--- src/rtl/mc_ctrl_pkg.sv ---
// Shared types and encodings for the multicycle ARM-subset controller:
// FSM states, ALU/cmd/condition codes, mux select constants.
package mc_ctrl_pkg;

    typedef enum logic [3:0] {
        S_FETCH, S_DECODE, S_MEMADR, S_MEMREAD, S_MEMWB,
        S_MEMWRITE, S_EXECR, S_EXECI, S_ALUWB, S_BRANCH
    } state_t;

    localparam logic [1:0] ALU_ADD = 2'b00;
    localparam logic [1:0] ALU_SUB = 2'b01;
    localparam logic [1:0] ALU_AND = 2'b10;
    localparam logic [1:0] ALU_ORR = 2'b11;

    localparam logic [3:0] CMD_AND = 4'b0000;
    localparam logic [3:0] CMD_SUB = 4'b0010;
    localparam logic [3:0] CMD_ADD = 4'b0100;
    localparam logic [3:0] CMD_CMP = 4'b1010;
    localparam logic [3:0] CMD_ORR = 4'b1100;

    localparam logic [1:0] OP_DP  = 2'b00;
    localparam logic [1:0] OP_MEM = 2'b01;
    localparam logic [1:0] OP_BR  = 2'b10;

    localparam logic [3:0] COND_EQ = 4'b0000;
    localparam logic [3:0] COND_NE = 4'b0001;
    localparam logic [3:0] COND_CS = 4'b0010;
    localparam logic [3:0] COND_CC = 4'b0011;
    localparam logic [3:0] COND_MI = 4'b0100;
    localparam logic [3:0] COND_PL = 4'b0101;
    localparam logic [3:0] COND_VS = 4'b0110;
    localparam logic [3:0] COND_VC = 4'b0111;
    localparam logic [3:0] COND_HI = 4'b1000;
    localparam logic [3:0] COND_LS = 4'b1001;
    localparam logic [3:0] COND_GE = 4'b1010;
    localparam logic [3:0] COND_LT = 4'b1011;
    localparam logic [3:0] COND_GT = 4'b1100;
    localparam logic [3:0] COND_LE = 4'b1101;
    localparam logic [3:0] COND_AL = 4'b1110;

    localparam logic [1:0] RES_ALUOUT    = 2'b00;
    localparam logic [1:0] RES_DATA      = 2'b01;
    localparam logic [1:0] RES_ALURESULT = 2'b10;

    localparam logic [1:0] SRCB_REG  = 2'b00;
    localparam logic [1:0] SRCB_IMM  = 2'b01;
    localparam logic [1:0] SRCB_FOUR = 2'b10;

    // flags are {N,Z,C,V}; Cond=1111 falls to the default and never executes
    function automatic logic cond_eval(input logic [3:0] cond, input logic [3:0] flags);
        logic n, z, c, v;
        {n, z, c, v} = flags;
        case (cond)
            COND_EQ: cond_eval = z;
            COND_NE: cond_eval = ~z;
            COND_CS: cond_eval = c;
            COND_CC: cond_eval = ~c;
            COND_MI: cond_eval = n;
            COND_PL: cond_eval = ~n;
            COND_VS: cond_eval = v;
            COND_VC: cond_eval = ~v;
            COND_HI: cond_eval = c & ~z;
            COND_LS: cond_eval = ~c | z;
            COND_GE: cond_eval = (n == v);
            COND_LT: cond_eval = (n != v);
            COND_GT: cond_eval = ~z & (n == v);
            COND_LE: cond_eval = z | (n != v);
            COND_AL: cond_eval = 1'b1;
            default: cond_eval = 1'b0;
        endcase
    endfunction

endpackage

--- src/rtl/cond_unit.sv ---
// NZCV flag register plus the per-instruction condition result, captured
// once in DECODE and used to gate every architectural write of the instruction.
module cond_unit
    import mc_ctrl_pkg::*;
#(
    parameter logic [3:0] FLAGS_RST = 4'b0000
) (
    input  logic       clk,
    input  logic       reset,
    input  logic [3:0] cond,
    input  logic [3:0] alu_flags,
    input  logic       latch_condex,
    input  logic       flag_set,
    input  logic       cv_arith,
    output logic       condex
);

    logic [3:0] flags_reg;
    logic       condex_reg;
    logic       nz_we;
    logic       cv_we;

    assign nz_we  = flag_set & condex_reg;
    assign cv_we  = nz_we & cv_arith;
    assign condex = condex_reg;

    always_ff @(posedge clk) begin
        if (reset) begin
            flags_reg  <= FLAGS_RST;
            condex_reg <= 1'b0;
        end else begin
            if (latch_condex)
                condex_reg <= cond_eval(cond, flags_reg);
            if (nz_we)
                flags_reg[3:2] <= alu_flags[3:2];
            if (cv_we)
                flags_reg[1:0] <= alu_flags[1:0];
        end
    end

endmodule

--- src/rtl/mc_controller.sv ---
// Multicycle ARM-subset control unit: instruction-level FSM, ALU decoder,
// and all datapath selects/enables; condition logic lives in cond_unit.
module mc_controller
    import mc_ctrl_pkg::*;
#(
    parameter logic [3:0] FLAGS_RST = 4'b0000
) (
    input  logic       clk,
    input  logic       reset,
    input  logic [3:0] Cond,
    input  logic [1:0] Op,
    input  logic [5:0] Funct,
    input  logic [3:0] Rd,
    input  logic [3:0] ALUFlags,
    output logic       PCWrite,
    output logic       MemWrite,
    output logic       RegWrite,
    output logic       IRWrite,
    output logic       AdrSrc,
    output logic [1:0] RegSrc,
    output logic       ALUSrcA,
    output logic [1:0] ALUSrcB,
    output logic [1:0] ResultSrc,
    output logic [1:0] ImmSrc,
    output logic [1:0] ALUControl
);

    state_t     state_reg, state_next;
    logic [1:0] dp_alu_control;
    logic       no_write;
    logic       cv_arith;
    logic       condex;
    logic       latch_condex;
    logic       flag_set;
    logic       dp_write;

    cond_unit #(.FLAGS_RST(FLAGS_RST)) u_cond (
        .clk          (clk),
        .reset        (reset),
        .cond         (Cond),
        .alu_flags    (ALUFlags),
        .latch_condex (latch_condex),
        .flag_set     (flag_set),
        .cv_arith     (cv_arith),
        .condex       (condex)
    );

    always_ff @(posedge clk) begin
        if (reset)
            state_reg <= S_FETCH;
        else
            state_reg <= state_next;
    end

    always_comb begin
        dp_alu_control = ALU_ADD;
        no_write       = 1'b1;
        case (Funct[4:1])
            CMD_ADD: begin dp_alu_control = ALU_ADD; no_write = 1'b0; end
            CMD_SUB: begin dp_alu_control = ALU_SUB; no_write = 1'b0; end
            CMD_AND: begin dp_alu_control = ALU_AND; no_write = 1'b0; end
            CMD_ORR: begin dp_alu_control = ALU_ORR; no_write = 1'b0; end
            CMD_CMP: begin dp_alu_control = ALU_SUB; no_write = 1'b1; end
            default: begin dp_alu_control = ALU_ADD; no_write = 1'b1; end
        endcase
    end

    assign cv_arith     = (dp_alu_control == ALU_ADD) || (dp_alu_control == ALU_SUB);
    assign latch_condex = (state_reg == S_DECODE);
    assign flag_set     = ((state_reg == S_EXECR) || (state_reg == S_EXECI)) && Funct[0];
    assign dp_write     = condex & ~no_write;
    assign ImmSrc       = Op;
    assign RegSrc       = {(Op == OP_MEM) && !Funct[0], Op == OP_BR};

    always_comb begin
        state_next = S_FETCH;
        PCWrite    = 1'b0;
        MemWrite   = 1'b0;
        RegWrite   = 1'b0;
        IRWrite    = 1'b0;
        AdrSrc     = 1'b0;
        ALUSrcA    = 1'b0;
        ALUSrcB    = SRCB_REG;
        ResultSrc  = RES_ALUOUT;
        ALUControl = ALU_ADD;
        case (state_reg)
            S_FETCH: begin
                IRWrite    = 1'b1;
                PCWrite    = 1'b1;
                ALUSrcA    = 1'b1;
                ALUSrcB    = SRCB_FOUR;
                ResultSrc  = RES_ALURESULT;
                state_next = S_DECODE;
            end
            S_DECODE: begin
                ALUSrcA   = 1'b1;
                ALUSrcB   = SRCB_FOUR;
                ResultSrc = RES_ALURESULT;
                case (Op)
                    OP_MEM:  state_next = S_MEMADR;
                    OP_DP:   state_next = Funct[5] ? S_EXECI : S_EXECR;
                    OP_BR:   state_next = S_BRANCH;
                    default: state_next = S_FETCH;
                endcase
            end
            S_MEMADR: begin
                ALUSrcB    = SRCB_IMM;
                state_next = Funct[0] ? S_MEMREAD : S_MEMWRITE;
            end
            S_MEMREAD: begin
                AdrSrc     = 1'b1;
                state_next = S_MEMWB;
            end
            S_MEMWB: begin
                ResultSrc = RES_DATA;
                RegWrite  = condex;
            end
            S_MEMWRITE: begin
                AdrSrc   = 1'b1;
                MemWrite = condex;
            end
            S_EXECR, S_EXECI: begin
                ALUSrcB    = (state_reg == S_EXECI) ? SRCB_IMM : SRCB_REG;
                ALUControl = dp_alu_control;
                state_next = S_ALUWB;
            end
            S_ALUWB: begin
                RegWrite = dp_write;
                PCWrite  = dp_write && (Rd == 4'd15);
            end
            S_BRANCH: begin
                ALUSrcB   = SRCB_IMM;
                ResultSrc = RES_ALURESULT;
                PCWrite   = condex;
            end
            default: state_next = S_FETCH;
        endcase
        // reset overrides every write enable, whatever state is current
        if (reset) begin
            PCWrite  = 1'b0;
            MemWrite = 1'b0;
            RegWrite = 1'b0;
            IRWrite  = 1'b0;
        end
    end

endmodule
--- config.mk ---
export PLATFORM = sky130hd
export DESIGN_NAME = mc_controller
export DESIGN_NICKNAME = d
export VERILOG_FILES = /design/src/rtl/mc_ctrl_pkg.sv /design/src/rtl/cond_unit.sv /design/src/rtl/mc_controller.sv
export SDC_FILE = /design/constraint.sdc
export NUM_CORES = 1
export LEC_CHECK = 0
export BUFFER_PORTS_ARGS = -buffer_cell sky130_fd_sc_hd__buf_2
export CORE_UTILIZATION = 45
export DETAILED_ROUTE_END_ITERATION = 12
export PLACE_DENSITY_LB_ADDON = 0.08
export REMOVE_ABC_BUFFERS = 1
export SLEW_MARGIN = 40
export SYNTH_ARGS = -nofsm -noshare
export SYNTH_HDL_FRONTEND = slang
export SYNTH_SLANG_ARGS = --single-unit
export TNS_END_PERCENT = 5
--- constraint.sdc ---
create_clock -name clk -period 1.85 [get_ports clk]
set_clock_uncertainty 0.1 [all_clocks]
set_input_delay 0.0925 -clock clk [delete_from_list [all_inputs] [get_ports clk]]
set_output_delay 0.0925 -clock clk [all_outputs]
set_load 0.02 [all_outputs]
==> qor.csv <==
metric,value,unit
"EDFF count, synth",0,
family with the most delay on the worst path,simple AND/OR/NAND/NOR gates,
final wirelength,1850,µm
cell type contributing the most total cell area after synthesis,sky130_fd_sc_hd__dfxtp_1,
endpoint required time on the critical path,1.66,ns
number of global-route vias before repair,678,
post-synthesis instance total,104,
violated checks,hold timing,
layout cells sized above 1,0.359,
starting density of the core,0.476,
insertion delay of the later-clocked pin in the worst-skew pair,0.26,ns
total of flip-flops plus latches after synthesis,9,
global-route congestion overflow total,0,
most frequent cell after synthesis,sky130_fd_sc_hd__nor2_1,
clock edge transition at the registers on the reported setup and hold paths,0.06,ns
IO buf count,37,
slew of the pin with the lowest slew margin,0.306,ns
"Warnings, synthesis",0,
antenna cell count,0,
hold slack,-0.00482,ns
Max clock buf depth,2,
largest cells by area after synthesis,"sky130_fd_sc_hd__dfxtp_1, sky130_fd_sc_hd__mux2i_1, sky130_fd_sc_hd__nor2_1, sky130_fd_sc_hd__a21oi_1, sky130_fd_sc_hd__xnor2_1",
Post-CTS Setup Inserts,0,
post-route setup TNS,0,ns
detail-routed net length per standard cell,11.1,µm
Fin. Hold Viols,1,
number of antenna violations at the first check in global routing,0,
post-route clock period utilization,0.933,
maximum vdd ir drop,362,µV
crit path buf inv count,2,
outcome,"finished, violations left",
post-synthesis async set-or-reset flop share,0,
number of routed nets with antenna violations,0,
post-DP HPWL,1460,µm
share of the yosys chip area belonging to registers,0.219,
Crit Path Max Fanout,11,
number of setup violations in the final report,0,
initial DRC count,11,
endpoint type of the worst setup path,output port,
Area Growth Syn to Fin,28.6,%
remaining max-slew budget at the tightest pin,0.795,
post-detailed-route DRC marker count,0,
worst endpoint data arrival time,1.53,ns
Std-Cell Rows,15,
post-synth top area share,0.219,
startpoint class of the critical path,flip-flop,
Netlist Area Pre-Place,822,µm²
count of boundary I/O pins,38,
register-to-register path setup slack,0.37,ns
nets@finish,165,
power density cells,529,nW/µm²
Crit-path slowest cell,sky130_fd_sc_hd__or3_1,
cells along the critical path,buf_4 > or3_1 > a21oi_1 > buf_2,
peak per-stage delay on the critical path,0.39,ns
type of the worst min-delay path,primary input to flip-flop,
largest net degree at the start of global routing,12,
overall global routing resource usage,0.189,
Root Buffer,sky130_fd_sc_hd__clkbuf_4,
Final Max Tran Viols,0,
CTS H-tree depth,1,
number of vias in the routed layout,891,
path type of the worst setup path,flip-flop to output port,
count of distinct cell types in the synthesized netlist,42,
clock tree from TritonCTS,yes,
Num CTS Buffers,3,
RSZ-0062 raised after global routing,no,
total number of clock tree sinks,9,
Max Cap Viol,0,
routed via count divided by cell count,5.34,
Achievable Freq,580,MHz
area of the die,2000,µm²
minimum clock period,1.73,ns
width of the die,44.7,µm
number of detailed-routing iterations run before antenna repair,4,
cell leakage power,0.454,nW
Vert. Die Dim,44.7,µm
core footprint,1730,µm²
Mapped Avg Cell Area,7.90,µm²
dominant register cell in the synthesized netlist,sky130_fd_sc_hd__dfxtp_1,
commonest cells in the netlist,"sky130_fd_sc_hd__nor2_1, sky130_fd_sc_hd__dfxtp_1, sky130_fd_sc_hd__nand2_1",
Routability Congestion,0.758,
Overall Power,0.559,mW
global-route wire length before repair,2750,µm
==> worst paths after layout <==
| kind | start | cells past startpoint | endpoint |
|---|---|---|---|
| setup / recovery | state_reg[1] | 4 | RegWrite |
| hold / removal | reset | 2 | state_reg[3] |
| hold reg to reg | u_cond.flags_reg[2] | 2 | u_cond.flags_reg[2] |
| setup reg to reg | state_reg[0] | 4 | u_cond.condex |
==> worst reg2reg max path, stage by stage, from the launching register on <==
cell and delay (ns):
sky130_fd_sc_hd__dfxtp_1 0.48, sky130_fd_sc_hd__nor4b_4 0.35, sky130_fd_sc_hd__o31a_1 0.19, sky130_fd_sc_hd__o311a_1 0.16
sky130_fd_sc_hd__a311oi_1 0.09
==> power breakdown <==
group / internal (mW) / total, mW / switching (mW)
clock network: 0.0832 / 0.152 / 0.0691
registers: 0.203 / 0.219 / 0.0164
logic: 0.0867 / 0.188 / 0.101
total: 0.373 / 0.559 / 0.187
==> timing repair <==
item	4_1_cts	5_1_grt
endpoints found under the hold margin	4	0
hold buffers	4	0
resized for setup	0	3
endpoints found under the setup margin	0	2
==> layout by cell type, fill, tap and decap left out, types with 3 or more instances in the layout <==
cell	instances
sky130_fd_sc_hd__a21oi_1	7
sky130_fd_sc_hd__buf_2	37
sky130_fd_sc_hd__clkbuf_4	3
sky130_fd_sc_hd__dfxtp_1	7
sky130_fd_sc_hd__dlygate4sd3_1	4
sky130_fd_sc_hd__mux2i_1	5
sky130_fd_sc_hd__nand2_1	8
sky130_fd_sc_hd__nand2b_1	4
sky130_fd_sc_hd__nand3b_1	4
sky130_fd_sc_hd__nor2_1	10
sky130_fd_sc_hd__nor3_1	6
sky130_fd_sc_hd__nor3b_1	3
sky130_fd_sc_hd__o21ai_0	4
sky130_fd_sc_hd__xnor2_1	4
==> routing by layer <==
| metal | routed length (µm) | part of all wire | vias to the layer above | GRT usage |
|---|---|---|---|---|
| met3 | 94 | 0.051 | 5 | 0.0200 |
| li1 | - | - | 452 | - |
| met5 | 0 | 0 | - | 0 |
| met4 | 41 | 0.022 | 0 | 0.127 |
| met1 | 808 | 0.44 | 406 | 0.213 |
| met2 | 906 | 0.49 | 28 | 0.335 |
==> cell type report <==
class | instances | area (µm²)
tap | 25 | 31.3
multi-input combinational | 85 | 577
timing repair buffer | 42 | 233
clock buffer | 4 | 26.3
inverter | 2 | 7.51
sequential | 9 | 183
fill | 177 | 669
==> through the flow <==
stage	hold WS [ns]	std cells	util	instance area [µm²]	setup slack, ns
after floorplan	0.0616	96	-	759	0.216
after global placement	0.227	159	0.570	983	0.355
after detailed placement	0.243	159	0.570	983	0.273
after CTS	0.00187	167	0.608	1050	0.0279
after global routing	0.00173	167	0.612	1060	0.00838
final	-0.00482	167	0.612	1060	0.125
==> cell families after synthesis <==
group           after synthesis  share of synthesized area
xor+xnor                      6                     0.0639
buf+inv                      10                     0.0852
flops                         9                      0.219
mux                           6                     0.0746
simple gates                 49                      0.356
compound gates               24                      0.201
(Power assumes the default switching activity.)
